**config.mk**
```make
export PLATFORM = sky130hd
export DESIGN_NAME = load_store_unit_flat
export DESIGN_NICKNAME = d
export VERILOG_FILES = /design/src/rtl/load_store_unit_if.sv /design/src/rtl/load_store_unit.sv /design/src/flat_wrapper.sv
export SDC_FILE = /design/constraint.sdc
export NUM_CORES = 1
export LEC_CHECK = 0
export BUFFER_PORTS_ARGS = -buffer_cell sky130_fd_sc_hd__buf_2
export CORE_UTILIZATION = 40
export DETAILED_ROUTE_END_ITERATION = 10
export PLACE_DENSITY = 0.69
export SYNTH_ARGS = -nofsm -noshare
export SYNTH_HDL_FRONTEND = slang
export SYNTH_SLANG_ARGS = --single-unit
```
**constraint.sdc**
```tcl
create_clock -name clk -period 7.6 [get_ports clk]
set_input_delay 1.52 -clock clk [delete_from_list [all_inputs] [get_ports clk]]
set_output_delay 1.52 -clock clk [all_outputs]
set_load 0.1 [all_outputs]
```
**src/rtl/load_store_unit_if.sv**
```systemverilog
// Request/response handshake between the execute stage and the load/store unit.
interface load_store_unit_if;
  logic        req_valid;
  logic        req_ready;
  logic        req_we;
  logic [2:0]  req_funct3;
  logic [31:0] req_addr;
  logic [31:0] req_wdata;
  logic        resp_valid;
  logic        resp_ready;
  logic [31:0] resp_rdata;
  logic        resp_err;

  modport master (
    output req_valid, req_we, req_funct3, req_addr, req_wdata, resp_ready,
    input  req_ready, resp_valid, resp_rdata, resp_err
  );

  modport slave (
    input  req_valid, req_we, req_funct3, req_addr, req_wdata, resp_ready,
    output req_ready, resp_valid, resp_rdata, resp_err
  );
endinterface

```
**src/rtl/load_store_unit.sv**
```systemverilog
// RISC-V byte/half/word loads and stores onto a word-addressed memory with
// combinational read; sub-word stores merge into the read word in one cycle.
module load_store_unit #(
  parameter int ADDR_WIDTH = 12
) (
  input  logic                  clk,
  input  logic                  rst_n,
  load_store_unit_if.slave      bus,
  output logic [ADDR_WIDTH-1:0] mem_read_addr,
  input  logic [31:0]           mem_read_data,
  output logic [ADDR_WIDTH-1:0] mem_write_addr,
  output logic [31:0]           mem_write_data,
  output logic                  mem_wen
);
  localparam int DATA_W = 32;

  localparam logic [1:0] IDLE   = 2'd0;
  localparam logic [1:0] ACCESS = 2'd1;
  localparam logic [1:0] RESP   = 2'd2;

  logic [1:0]            state_q, state_d;
  logic [ADDR_WIDTH-1:0] idx_q;
  logic [DATA_W-1:0]     rdata_q;
  logic                  err_q;
  logic                  we_q;
  logic [2:0]            funct3_q;
  logic [1:0]            off_q;
  logic [DATA_W-1:0]     wdata_q;
  logic                  accept;
  logic                  req_bad;
  logic                  unused_addr;

  function automatic logic is_err(input logic we, input logic [2:0] f3,
                                  input logic [1:0] a);
    case (f3)
      3'b000:  return 1'b0;
      3'b001:  return a[0];
      3'b010:  return a != 2'b00;
      3'b100:  return we;
      3'b101:  return we | a[0];
      default: return 1'b1;
    endcase
  endfunction

  function automatic logic [DATA_W-1:0] load_ext(input logic [DATA_W-1:0] w,
                                                 input logic [2:0] f3,
                                                 input logic [1:0] off);
    logic signed [7:0]  b;
    logic signed [15:0] h;
    b = w[8*off +: 8];
    h = w[16*off[1] +: 16];
    case (f3)
      3'b000:  return {{24{b[7]}}, b};
      3'b100:  return {24'd0, b};
      3'b001:  return {{16{h[15]}}, h};
      3'b101:  return {16'd0, h};
      default: return w;
    endcase
  endfunction

  function automatic logic [DATA_W-1:0] store_merge(input logic [DATA_W-1:0] w,
                                                    input logic [DATA_W-1:0] wd,
                                                    input logic [2:0] f3,
                                                    input logic [1:0] off);
    logic [DATA_W-1:0] m;
    m = w;
    case (f3[1:0])
      2'b00:   m[8*off +: 8] = wd[7:0];
      2'b01:   m[16*off[1] +: 16] = wd[15:0];
      default: m = wd;
    endcase
    return m;
  endfunction

  assign unused_addr    = ^bus.req_addr[31:ADDR_WIDTH+2];
  assign bus.req_ready  = (state_q == IDLE) & rst_n;
  assign accept         = bus.req_valid & bus.req_ready;
  assign req_bad        = is_err(bus.req_we, bus.req_funct3, bus.req_addr[1:0]);
  assign bus.resp_valid = (state_q == RESP);
  assign bus.resp_rdata = rdata_q;
  assign bus.resp_err   = err_q;

  assign mem_read_addr  = idx_q;
  assign mem_write_addr = idx_q;
  assign mem_wen        = (state_q == ACCESS) & we_q;
  assign mem_write_data = store_merge(mem_read_data, wdata_q, funct3_q, off_q);

  always_comb begin
    state_d = state_q;
    case (state_q)
      IDLE:    if (accept) state_d = req_bad ? RESP : ACCESS;
      ACCESS:  state_d = RESP;
      RESP:    if (bus.resp_ready) state_d = IDLE;
      default: state_d = IDLE;
    endcase
  end

  // control and response registers
  always_ff @(posedge clk or negedge rst_n) begin
    if (!rst_n) begin
      state_q <= IDLE;
      idx_q   <= '0;
      rdata_q <= '0;
      err_q   <= 1'b0;
    end else begin
      state_q <= state_d;
      if (accept) begin
        idx_q <= bus.req_addr[ADDR_WIDTH+1:2];
        err_q <= req_bad;
        if (req_bad) rdata_q <= '0;
      end
      if (state_q == ACCESS)
        rdata_q <= we_q ? '0 : load_ext(mem_read_data, funct3_q, off_q);
    end
  end

  // request payload, only meaningful after an accept
  always_ff @(posedge clk) begin
    if (accept) begin
      we_q     <= bus.req_we;
      funct3_q <= bus.req_funct3;
      off_q    <= bus.req_addr[1:0];
      wdata_q  <= bus.req_wdata;
    end
  end
endmodule

```
**src/flat_wrapper.sv**
```systemverilog
// flat-port wrapper written by rule: the top's interface ports become plain ports
module load_store_unit_flat 
#(
  parameter int ADDR_WIDTH = 12
)
  (clk, rst_n, mem_read_addr, mem_read_data, mem_write_addr, mem_write_data, mem_wen, bus_req_valid, bus_req_we, bus_req_funct3, bus_req_addr, bus_req_wdata, bus_resp_ready, bus_req_ready, bus_resp_valid, bus_resp_rdata, bus_resp_err);
  load_store_unit_if bus_i ();
  input  logic clk;
  input  logic rst_n;
  output logic [ADDR_WIDTH-1:0] mem_read_addr;
  input  logic [31:0] mem_read_data;
  output logic [ADDR_WIDTH-1:0] mem_write_addr;
  output logic [31:0] mem_write_data;
  output logic mem_wen;
  input wire logic [$bits(bus_i.req_valid)-1:0] bus_req_valid;
  input wire logic [$bits(bus_i.req_we)-1:0] bus_req_we;
  input wire logic [$bits(bus_i.req_funct3)-1:0] bus_req_funct3;
  input wire logic [$bits(bus_i.req_addr)-1:0] bus_req_addr;
  input wire logic [$bits(bus_i.req_wdata)-1:0] bus_req_wdata;
  input wire logic [$bits(bus_i.resp_ready)-1:0] bus_resp_ready;
  output wire logic [$bits(bus_i.req_ready)-1:0] bus_req_ready;
  output wire logic [$bits(bus_i.resp_valid)-1:0] bus_resp_valid;
  output wire logic [$bits(bus_i.resp_rdata)-1:0] bus_resp_rdata;
  output wire logic [$bits(bus_i.resp_err)-1:0] bus_resp_err;
  assign bus_i.req_valid = bus_req_valid;
  assign bus_i.req_we = bus_req_we;
  assign bus_i.req_funct3 = bus_req_funct3;
  assign bus_i.req_addr = bus_req_addr;
  assign bus_i.req_wdata = bus_req_wdata;
  assign bus_i.resp_ready = bus_resp_ready;
  assign bus_req_ready = bus_i.req_ready;
  assign bus_resp_valid = bus_i.resp_valid;
  assign bus_resp_rdata = bus_i.resp_rdata;
  assign bus_resp_err = bus_i.resp_err;
  load_store_unit #(.ADDR_WIDTH(ADDR_WIDTH)) u_core (.clk(clk), .rst_n(rst_n), .bus(bus_i), .mem_read_addr(mem_read_addr), .mem_read_data(mem_read_data), .mem_write_addr(mem_write_addr), .mem_write_data(mem_write_data), .mem_wen(mem_wen));
endmodule
```
After elaboration in Yosys (flattened, before gate mapping)
Cells that the tools add are included.
Widths: inputs -> output; s select.
- $add $sub $neg: 2
- equality and inequality tests: 12
- shifts and indexed selects: 6
- mux-type cells: 13
- bitwise logic cells: 4
- reduce and logical (&&, ||, !) cells: 9
- operators with widths (kind ; number):
    $mux 32 ; 4
    $pmux 32 s4 ; 1
    $neg 5->34 ; 2
    $bwmux 32 ; 2
    $pmux 32 s2 ; 1
    $shift 16x34->32 const A ; 1
    $shift 8x34->32 const A ; 1
    $shiftx 16x34->32 ; 1
    $shiftx 8x34->32 ; 1
    $shiftx 32x6->16 ; 1
    $shiftx 32x6->8 ; 1
    $eq 3x3->1 const B ; 4
    $eq 3x1->1 const B ; 2
    $logic_not 3->1 ; 2
    $mux 2 ; 3
    $pmux 2 s3 ; 1
    $reduce_bool 2->1 ; 3
    $pmux 1 s5 ; 1
    $eq 2x1->1 const B ; 2
    $logic_not 2->1 ; 2
    $reduce_and 2->1 ; 2
    $and 1x1->1 ; 3
    $eq 3x2->1 const B ; 1
    $eq 2x2->1 const B ; 1
    other kinds (3) ; 3
- register bits after elaboration: 85
- input port bits: 104
- output and inout bits: 92
- word-level logic and storage cells: 54

Logic depth before layout (Yosys ltp)
Gate-level depths: netlist (run 1).
- depth after elaboration: 5
- mapped depth: 9
- mapped depth without buffers: 6

Worst setup path before layout (run 1)
No wires, ideal clock.
- kind: register to output
- from: register u_core.off_q[1]
- to: output mem_write_data[16]
- arrival time: 4.119 ns
- data required time: 6.080 ns
- setup slack: 1.961 ns
- stages on the path, launching flop included: 10
- path buffers: 3
- cells stage by stage: edfxtp_1 > buf_2 > buf_2 > inv_1 > ha_1 > nor4bb_1 > clkbuf_1 > mux2_2 > a22oi_1 > o21ai_0
- cells in the longest elaborated chain, start to end: 4
- elaborated cells on any way between the ends: 9
- RTL lines (item ; RTL line ; source):
    start, declared ; load_store_unit.sv:27 ; logic [1:0] off_q;
    start signal, assigned ; load_store_unit.sv:122 ; off_q <= bus.req_addr[1:0];
    $neg 5->34 (on tied branches) ; load_store_unit.sv:69, load_store_unit.sv:68 ;
    $shiftx 16x34->32 (tied with other cells) ; load_store_unit.sv:69 ; 2'b01: m[16*off[1] +: 16] = wd[15:0];
    $bwmux 32 (on tied branches) ; load_store_unit.sv:69, load_store_unit.sv:68 ;
    $pmux 32 s2 * ; load_store_unit.sv:67 ; case (f3[1:0])
    end, declared ; flat_wrapper.sv:13 ; output logic [31:0] mem_write_data;
Every way passes the cells marked *; elsewhere a longest branch is shown, timed or not.

Worst setup path in the final report (run 1)
- from: register u_core.off_q[1]
- to: output mem_write_data[31]
Same word-level chain as after synthesis.

==> key figures, run 1 <==
Status
  • Status: completed

Timing
  • Final Hold Viols: 0
  • Setup TNS: 0 ns
  • Relative slew margins: 0.294
  • Max-slew violation count: 0
  • Clock Skew: 0.00822 ns
  • Slew at the pin closest to its max-slew limit: 1.06 ns
  • Fmax: 205 MHz
  • Tmin final: 4.89 ns
  • Tcrit/Tclk final: 0.643
  • RSZ-0062 raised after global routing: false
  • Final setup viols: 0

Cells and area
  • Most frequent cells in the layout: buf_2, dfrtp_1, edfxtp_1
  • Fin nets: about 630
  • Non-Filler Instances: 670
  • Fraction of layout cells with a size suffix above 1: 0.428
  • Most common cell after layout, fill and taps aside: buf_2
  • Filler cells: between 900 and 1000
  • Antenna cells: 0
  • Area Growth Syn to Fin: 25.5%

Place
  • I/O Buffers: 177
  • Cell total after placement: 654
  • DP Wirelength: 10000 um
  • Final Wtd Congestion: 0.869

Clock network
  • Max H-tree Level: 3
  • Clk slew on worst S/H paths: about 0.09 ns
  • Post-CTS sizing: 0
  • Post-CTS setup buffers: 0
  • Cts bufs inserted: 9
  • Clock root buffer: clkbuf_8
  • Clk sinks: 85
  • Clk buf depth: 2
  • CTS Hold Buffers Added: 0
  • Clk_lat worst skew: 0.38 ns
  • TritonCTS clock tree: done

Power and ir drop
  • Max IR drop VDD: roughly 0.27 mV
  • PwrDens: slightly above 300 nW/um^2
  • LEAKAGE: 0.00264 uW

Logic synthesis
  • Yosys warnings: 0
  • Mean area per synthesized cell: 12.0 um^2
  • Post-synth EDFFs: 38
  • Library cells used by synthesis: 45
  • Synth async-reset ratio: 0.553
  • Post-synthesis net count: 477
  • Flops & latches, synth: 85
  • Synth Flop Type: dfrtp_1
  • Sequential area share after synthesis: 0.523
  • Cells after synthesis: 368
  • Post-synthesis cell area: 4430 um^2

Min path
  • Hold WC Path Type: reg2reg
  • Worst Hold Depth: 1
  • Hold EP: u_core.bus.resp_rdata[14]
  • Worst hold path startpoint: u_core.bus.resp_rdata[14]

Worst setup path
  • Slowest-stage cell, CP: nor4_2
  • Crit path largest cell delay: around 0.76 ns
  • Critical path class: reg2out
  • Arr. time, crit path: 3.37 ns
  • FF-to-FF path depth: 7
  • CP required: 6.08 ns
  • Critical R2R Launch: u_core.state_q[1]
  • CP endpoint kind: output pin
  • Reg2reg setup slack: 4.86 ns
  • Crit start category: flip-flop
  • CP cell instances: buf_4 > inv_1 > ha_1 > nor4_2 > a221o_1 > a22o_1 > buf_2
  • Critical path peak fanout: 41
  • RR Endpoint: u_core.bus.resp_rdata[22]

Job
  • Max Cap Viol: 0

Drt
  • Vias per std cell: 5.86
  • Final WL: 13900 um
  • Antenna-violating nets left: 0
  • Total number of vias: 3924
  • DR iter-0 viols: 282
  • # DRC: 0
  • Iteration count of the initial detailed-routing pass: 7
  • DR WL/cell: between 20 and 25 um

GRT
  • Number of global-route vias before repair: 3813
  • First-pass GRT wire length: 20900 um
  • Antenna violations before repair: 1
  • GRT overflow: 0
  • Largest net degree at the start of global routing: 52
  • Total GRT Usage: 0.246

Floorplanning
  • Die width: 107 um
  • Starting density of the core: 0.409
  • Die ar.: 11500 um^2
  • Ports: 196
  • DIE HEIGHT: around 110 um
  • Rows: 38
  • Core box area: 10800 um^2
==> sequential cells by signal, indices dropped and copies added, names as in the netlist <==
register / count
u_core.bus.resp_rdata: 32
u_core.funct3_q: 3
u_core.off_q: 2
u_core.we_q: 1
u_core.mem_read_addr: 12
u_core.wdata_q: 32
u_core.state_q: 2
u_core.bus.resp_err: 1
==> worst max-delay path by stage <==
stage,endpoint,cells after the start,from,slack (ns)
2_1_floorplan,mem_write_data[16],9,u_core.off_q[1],1.96
3_3_place_gp,u_core.bus.resp_rdata[26],9,rst_n,3.10
3_5_place_dp,u_core.bus.resp_rdata[17],9,rst_n,2.94
4_1_cts,mem_write_data[29],7,u_core.off_q[1],2.75
5_1_grt,mem_write_data[31],7,u_core.off_q[1],2.49
6_report,mem_write_data[31],7,u_core.off_q[1],2.71
==> cell families after synthesis <==
logic type / count (synthesis) / share of synthesized area
AO/OA/AOI/OAI: 140 / 0.245
multiplexers: 35 / 0.0864
flip-flops: 85 / 0.523
buffers and inverters: 54 / 0.0615
AND/OR/NAND/NOR: 49 / 0.0700
adder cells (fa/ha/maj): 5 / 0.0141
==> cell usage after synthesis, types with 2 or more instances <==
| cell type | n | area share |
|---|---|---|
| nand2_1 | 11 | 0.0093 |
| nand2b_1 | 9 | 0.013 |
| a21boi_0 | 6 | 0.010 |
| a21o_1 | 4 | 0.0068 |
| mux2_2 | 16 | 0.041 |
| a22o_1 | 25 | 0.049 |
| a221o_1 | 31 | 0.070 |
| buf_1 | 5 | 0.0042 |
| edfxtp_1 | 38 | 0.26 |
| and2_1 | 2 | 0.0028 |
| nand3_1 | 7 | 0.0079 |
| buf_2 | 8 | 0.0090 |
| dfrtp_1 | 47 | 0.27 |
| nor2_1 | 5 | 0.0042 |
| clkbuf_1 | 11 | 0.0093 |
| a222oi_1 | 8 | 0.018 |
| nor2b_1 | 3 | 0.0042 |
| a21oi_1 | 22 | 0.025 |
| o22ai_1 | 7 | 0.0099 |
| buf_6 | 2 | 0.0051 |
| mux2i_1 | 18 | 0.041 |
| nor3b_2 | 3 | 0.0085 |
| o2bb2ai_1 | 12 | 0.024 |
| o21ai_0 | 19 | 0.021 |
| inv_1 | 14 | 0.012 |
| ha_1 | 5 | 0.014 |
| buf_4 | 12 | 0.020 |
==> worst max-delay path: cells and delay by family, from the launching register on <==
kind	cells	cell delay, ns
adders and majority gates	1	0.39
DFF	1	0.33
buffers and inverters	3	1.08
and+or+nand+nor	1	0.76
AOI/OAI and AO/OA	2	0.42
==> layer usage <==
| layer | global-route usage | part of all wire | up-vias |
|---|---|---|---|
| li1 | - | - | 1759 |
| met1 | 0.304 | 0.40 | 1901 |
| met2 | 0.384 | 0.46 | 220 |
| met3 | 0.0775 | 0.096 | 42 |
| met4 | 0.132 | 0.042 | 2 |
| met5 | 0 | 0.00072 | - |
==> where the power goes <==
group          switching (uW)  internal (uW)
Combinational             650            127
Sequential               32.6            532
Clock                     174            192
Total                     857            851
==> cell type report <==
cell class | count | area [um^2] | area share
multi-input combinational | 229 | 1840 | 0.331
clock inverter | 4 | 51.3 | 0.00922
tap | 140 | 175 | 0.0315
timing repair buffer | 184 | 938 | 0.169
inverter | 16 | 60.1 | 0.0108
sequential | 85 | 2320 | 0.417
clock buffer | 12 | 178 | 0.0319
==> metrics by stage <==
| step | total power, uW | util | hold slack, ns | setup slack, ns | area [um^2] |
|---|---|---|---|---|---|
| after floorplan | 1240 | - | 0.565 | 1.96 | 4430 |
| after global placement | 1350 | 0.492 | 0.458 | 3.10 | 5330 |
| after detailed placement | 1350 | 0.492 | 0.468 | 2.94 | 5330 |
| after CTS | 1720 | 0.513 | 0.489 | 2.75 | 5560 |
| after global routing | 1760 | 0.513 | 0.518 | 2.49 | 5560 |
| final | 1710 | 0.513 | 0.483 | 2.71 | 5560 |
(Power assumes the default switching activity.)
==> inputs of run 2 (changes only) <==
==> constraint.sdc (replaced) <==
create_clock -name clk -period 5 [get_ports clk]
set_input_delay 1 -clock clk [delete_from_list [all_inputs] [get_ports clk]]
set_output_delay 1 -clock clk [all_outputs]
set_load 0.1 [all_outputs]
==> key figures, run 2 (same netlist as run 1, synthesis figures left out) <==
Worst setup path
  • CP cell instances: inv_1 > ha_1 > a211oi_1 > a222oi_1 > inv_1 > buf_2
  • CP most frequent cell: inv_1
  • Critical path peak fanout: 15
  • Slowest-stage cell, CP: a211oi_1
  • Critical path class: reg2out
  • CP endpoint kind: output pin
  • Crit start category: flip-flop
  • CP required: 4.00 ns
  • Crit path largest cell delay: about 0.87 ns
  • Arr. time, crit path: approximately 3.4 ns

Cells and area
  • Most frequent cells in the layout: buf_2, dfrtp_1, edfxtp_1
  • Most common cell after layout, fill and taps aside: buf_2
  • Area Growth Syn to Fin: 28.2%
  • Filler cells: 990
  • Fraction of layout cells with a size suffix above 1: 0.432
  • Antenna cells: 0
  • Non-Filler Instances: 672
  • Area of the multi-input gates: between 1500 and 2000 um^2
  • Post-Route Utilization: 0.524
  • Sequential standard cell area: 2320 um^2
  • Fin nets: 636

Drt
  • Antenna-violating nets left: 0
  • Iteration count of the initial detailed-routing pass: 8
  • Vias per std cell: 5.88
  • Total number of vias: 3949
  • # DRC: 0
  • DR iter-0 viols: about 340
  • DR WL/cell: 20.8 um
  • Final WL: 14000 um

Power and ir drop
  • PwrDens: 453 nW/um^2
  • LEAKAGE: 0.00270 uW
  • Total power: 2580 uW
  • Max IR drop VDD: about 0.37 mV

Place
  • Final Wtd Congestion: 0.861
  • DP Wirelength: 10300 um
  • Cell total after placement: 656
  • I/O Buffers: 177

Floorplanning
  • Rows: 38
  • DIE HEIGHT: about 110 um
  • Die width: 107 um
  • Die ar.: 11500 um^2
  • Core box area: 10800 um^2
  • Starting density of the core: 0.409
  • Ports: 196

Timing
  • Final hold slack: 0.480 ns
  • Final Hold Viols: 0
  • Fmax: between 200 and 250 MHz
  • Max-slew violation count: 0
  • RSZ-0062 raised after global routing: false
  • Final setup viols: 0
  • Relative slew margins: 0.121
  • Slew at the pin closest to its max-slew limit: 1.32 ns
  • Clock Skew: 0.00949 ns
  • Tmin final: between 4 and 5 ns
  • Tcrit/Tclk final: 0.885
  • Setup TNS: 0 ns

Clock network
  • Clk sinks: 85
  • TritonCTS clock tree: done
  • Post-CTS sizing: 0
  • Clk_lat worst skew: 0.38 ns
  • Cts bufs inserted: 9
  • Clock root buffer: clkbuf_8
  • Clk buf depth: 2
  • Clk slew on worst S/H paths: 0.09 ns
  • Max H-tree Level: 3
  • CTS Hold Buffers Added: 0
  • Post-CTS setup buffers: 0

Min path
  • Hold WC Path Type: reg2reg

Status
  • Status: completed

Job
  • Max Cap Viol: 0

GRT
  • First-pass GRT wire length: between 20000 and 25000 um
  • Antenna violations before repair: 0
  • Number of global-route vias before repair: 3781
  • GRT overflow: 0
  • Total GRT Usage: 0.247
  • Largest net degree at the start of global routing: 51
==> run 2: path summary, 6_finish.rpt <==
kind	from	endpoint	slack (ns)	depth (start not counted)
hold reg to reg	u_core.bus.resp_err	u_core.bus.resp_err	0.48	1
setup / recovery	u_core.off_q[1]	mem_write_data[9]	0.58	6
min in group asynchronous	rst_n	u_core.bus.resp_rdata[14]	0.78	2
hold / removal	u_core.bus.resp_err	u_core.bus.resp_err	0.48	1
max in group asynchronous	rst_n	u_core.mem_read_addr[4]	3.80	2
setup reg to reg	u_core.off_q[1]	u_core.bus.resp_rdata[16]	2.48	6
==> run 2: cell type report <==
type	count	area share
timing repair buffer	186	0.189
sequential	85	0.408
inverter	16	0.0106
clock buffer	12	0.0330
clock inverter	4	0.00440
tap	140	0.0308
multi-input combinational	229	0.324
==> run 2: report_power, final <==
group | total, uW | leakage (uW) | internal [uW] | switching [uW]
Combinational | 1200 | 0.00161 | 213 | 989
Sequential | 861 | 0.000972 | 809 | 51.9
Clock | 513 | 0.000113 | 254 | 258
==> run 2: through the flow <==
step / setup WS, ns / area [um^2]
floorplan: 0.637 / 4430
global placement: 1.15 / 5470
detailed placement: 1.10 / 5470
CTS: 0.664 / 5680
global route: 0.254 / 5680
finish: 0.576 / 5680
==> run 2: routing by layer <==
layer  global-route usage  vias to the layer above  part of all wire
met5                    0                        -                 0
met1                0.305                     1912              0.40
met4                0.166                        0             0.053
met3               0.0708                       47              0.10
met2                0.376                      228              0.44
li1                     -                     1762                 -
==> run 2: critical path, delay by kind of cell (launching register included) <==
kind	cells	cell delay (ns)
AOI/OAI and AO/OA	2	1.14
buffers and inverters	3	0.81
DFF	1	0.81
adders and majority gates	1	0.28
==> inputs of run 3 (changes only) <==
--- a/config.mk
+++ b/config.mk
@@ -8,7 +8,7 @@
 export BUFFER_PORTS_ARGS = -buffer_cell sky130_fd_sc_hd__buf_2
 export CORE_UTILIZATION = 40
 export DETAILED_ROUTE_END_ITERATION = 10
-export PLACE_DENSITY = 0.69
+export PLACE_DENSITY = 0.79
 export SYNTH_ARGS = -nofsm -noshare
 export SYNTH_HDL_FRONTEND = slang
 export SYNTH_SLANG_ARGS = --single-unit
==> key figures, run 3 (same netlist as run 1, synthesis figures left out) <==
Timing
  • Tcrit/Tclk final: 0.896
  • Worst setup margin: 0.519 ns
  • Fmax: 223 MHz
  • Setup TNS: 0 ns
  • Tmin final: between 4 and 5 ns
  • Relative slew margins: 0.295
  • Final hold slack: 0.483 ns
  • Final Hold Viols: 0
  • Clock Skew: 0.00923 ns
  • Final setup viols: 0
  • RSZ-0062 raised after global routing: false
  • Max-slew violation count: 0
  • Slew at the pin closest to its max-slew limit: 1.05 ns

Floorplanning
  • Ports: 196
  • DIE HEIGHT: 107 um
  • Core box area: 10800 um^2
  • Die width: between 100 and 150 um
  • Starting density of the core: 0.409
  • Rows: 38
  • Die ar.: 11500 um^2

Drt
  • DR WL/cell: around 21 um
  • Total number of vias: between 4000 and 5000
  • Vias per std cell: 6.02
  • # DRC: 0
  • Final WL: 14000 um
  • Antenna-violating nets left: 0
  • DR iter-0 viols: 369
  • Iteration count of the initial detailed-routing pass: 5

Cells and area
  • Most common cell after layout, fill and taps aside: buf_2
  • Post-Route Utilization: 0.522
  • Non-Filler Instances: 671
  • Filler cells: roughly 950
  • Most frequent cells in the layout: buf_2, dfrtp_1, edfxtp_1
  • Fin nets: 635
  • Area Growth Syn to Fin: 27.7%
  • Fraction of layout cells with a size suffix above 1: 0.431
  • Antenna cells: 0

Worst setup path
  • Crit path largest cell delay: a little over 0.8 ns
  • Critical path class: reg2out
  • CP cell instances: inv_1 > ha_1 > nor4_2 > a221o_1 > a22o_1 > buf_2
  • CP endpoint kind: output pin
  • Slowest-stage cell, CP: edfxtp_1
  • Crit start category: flip-flop
  • CP delay by family, top: flip-flops
  • Critical path buffers and inverters: 2
  • CP required: 4.00 ns
  • Arr. time, crit path: 3.48 ns
  • Critical path peak fanout: 23
  • Reg2reg setup slack: 2.76 ns

Place
  • Worst slack, placed: ~1.0 ns
  • Cell total after placement: 655
  • Final Wtd Congestion: 0.954
  • I/O Buffers: 177
  • DP Wirelength: approximately 10000 um

Clock network
  • Post-CTS sizing: 0
  • Clk_lat worst skew: 0.38 ns
  • Clock root buffer: clkbuf_8
  • Max H-tree Level: 3
  • Clk sinks: 85
  • Clk buf depth: 2
  • CTS Hold Buffers Added: 0
  • Post-CTS setup buffers: 0
  • Cts bufs inserted: 9
  • Clk slew on worst S/H paths: 0.08 ns
  • TritonCTS clock tree: done

GRT
  • GRT overflow: 0
  • Total GRT Usage: 0.250
  • First-pass GRT wire length: 21200 um
  • Antenna violations before repair: 1
  • Largest net degree at the start of global routing: 51
  • Number of global-route vias before repair: 3900

Status
  • Status: completed

Job
  • Max Cap Viol: 0

Power and ir drop
  • LEAKAGE: 0.00268 uW
  • Max IR drop VDD: 0.537 mV
  • PwrDens: 453 nW/um^2

Min path
  • Hold WC Path Type: reg2reg
-- run 3: cell count changes in the layout (fill, tap and decap cells not counted), sizes merged --
cell,before,now
buf,186,185
bufinv,0,1
clkbuf,12,9
clkinv,4,5
clkinvlp,0,1
-- run 3: final cells by class --
class	count	area, um^2	area share
multi-input cells	229	1840	0.326
repair buffers	185	1070	0.188
clock inverters	7	75.1	0.0133
inverters	16	60.1	0.0106
clock buffers	9	124	0.0219
well taps	140	175	0.0309
flip-flops and latches	85	2320	0.409
-- run 3: path summary, 6_finish.rpt --
kind / from / endpoint / cells after the start
setup / recovery: u_core.off_q[1] / mem_write_data[25] / 6
hold / removal: u_core.bus.resp_rdata[15] / u_core.bus.resp_rdata[15] / 1
setup reg to reg: u_core.state_q[1] / u_core.bus.resp_rdata[26] / 3
hold reg to reg: u_core.bus.resp_rdata[15] / u_core.bus.resp_rdata[15] / 1
max in group asynchronous: rst_n / u_core.bus.resp_rdata[22] / 2
min in group asynchronous: rst_n / u_core.bus.resp_err / 2
-- run 3: routing by layer --
| metal | part of all wire | up-vias | routed length (um) | track usage |
|---|---|---|---|---|
| li1 | - | 1756 | - | - |
| met1 | 0.38 | 1953 | 5320 | 0.305 |
| met2 | 0.47 | 283 | 6600 | 0.394 |
| met3 | 0.11 | 45 | 1510 | 0.0847 |
| met4 | 0.042 | 0 | 592 | 0.127 |
| met5 | 0 | - | 0 | 0 |
-- run 3: where the power goes --
group          internal (uW)  switching, uW  total [uW]
Combinational            212            992        1200
Clock                    232            268         500
Sequential               809           51.7         861
Total                   1250           1310        2570
-- run 3: through the flow --
step	instance area, um^2	power, uW
detailed placement	5460	2080
floorplan	4430	1880
CTS	5660	2580
global placement	5460	2070
finish	5660	2570
global route	5660	2650
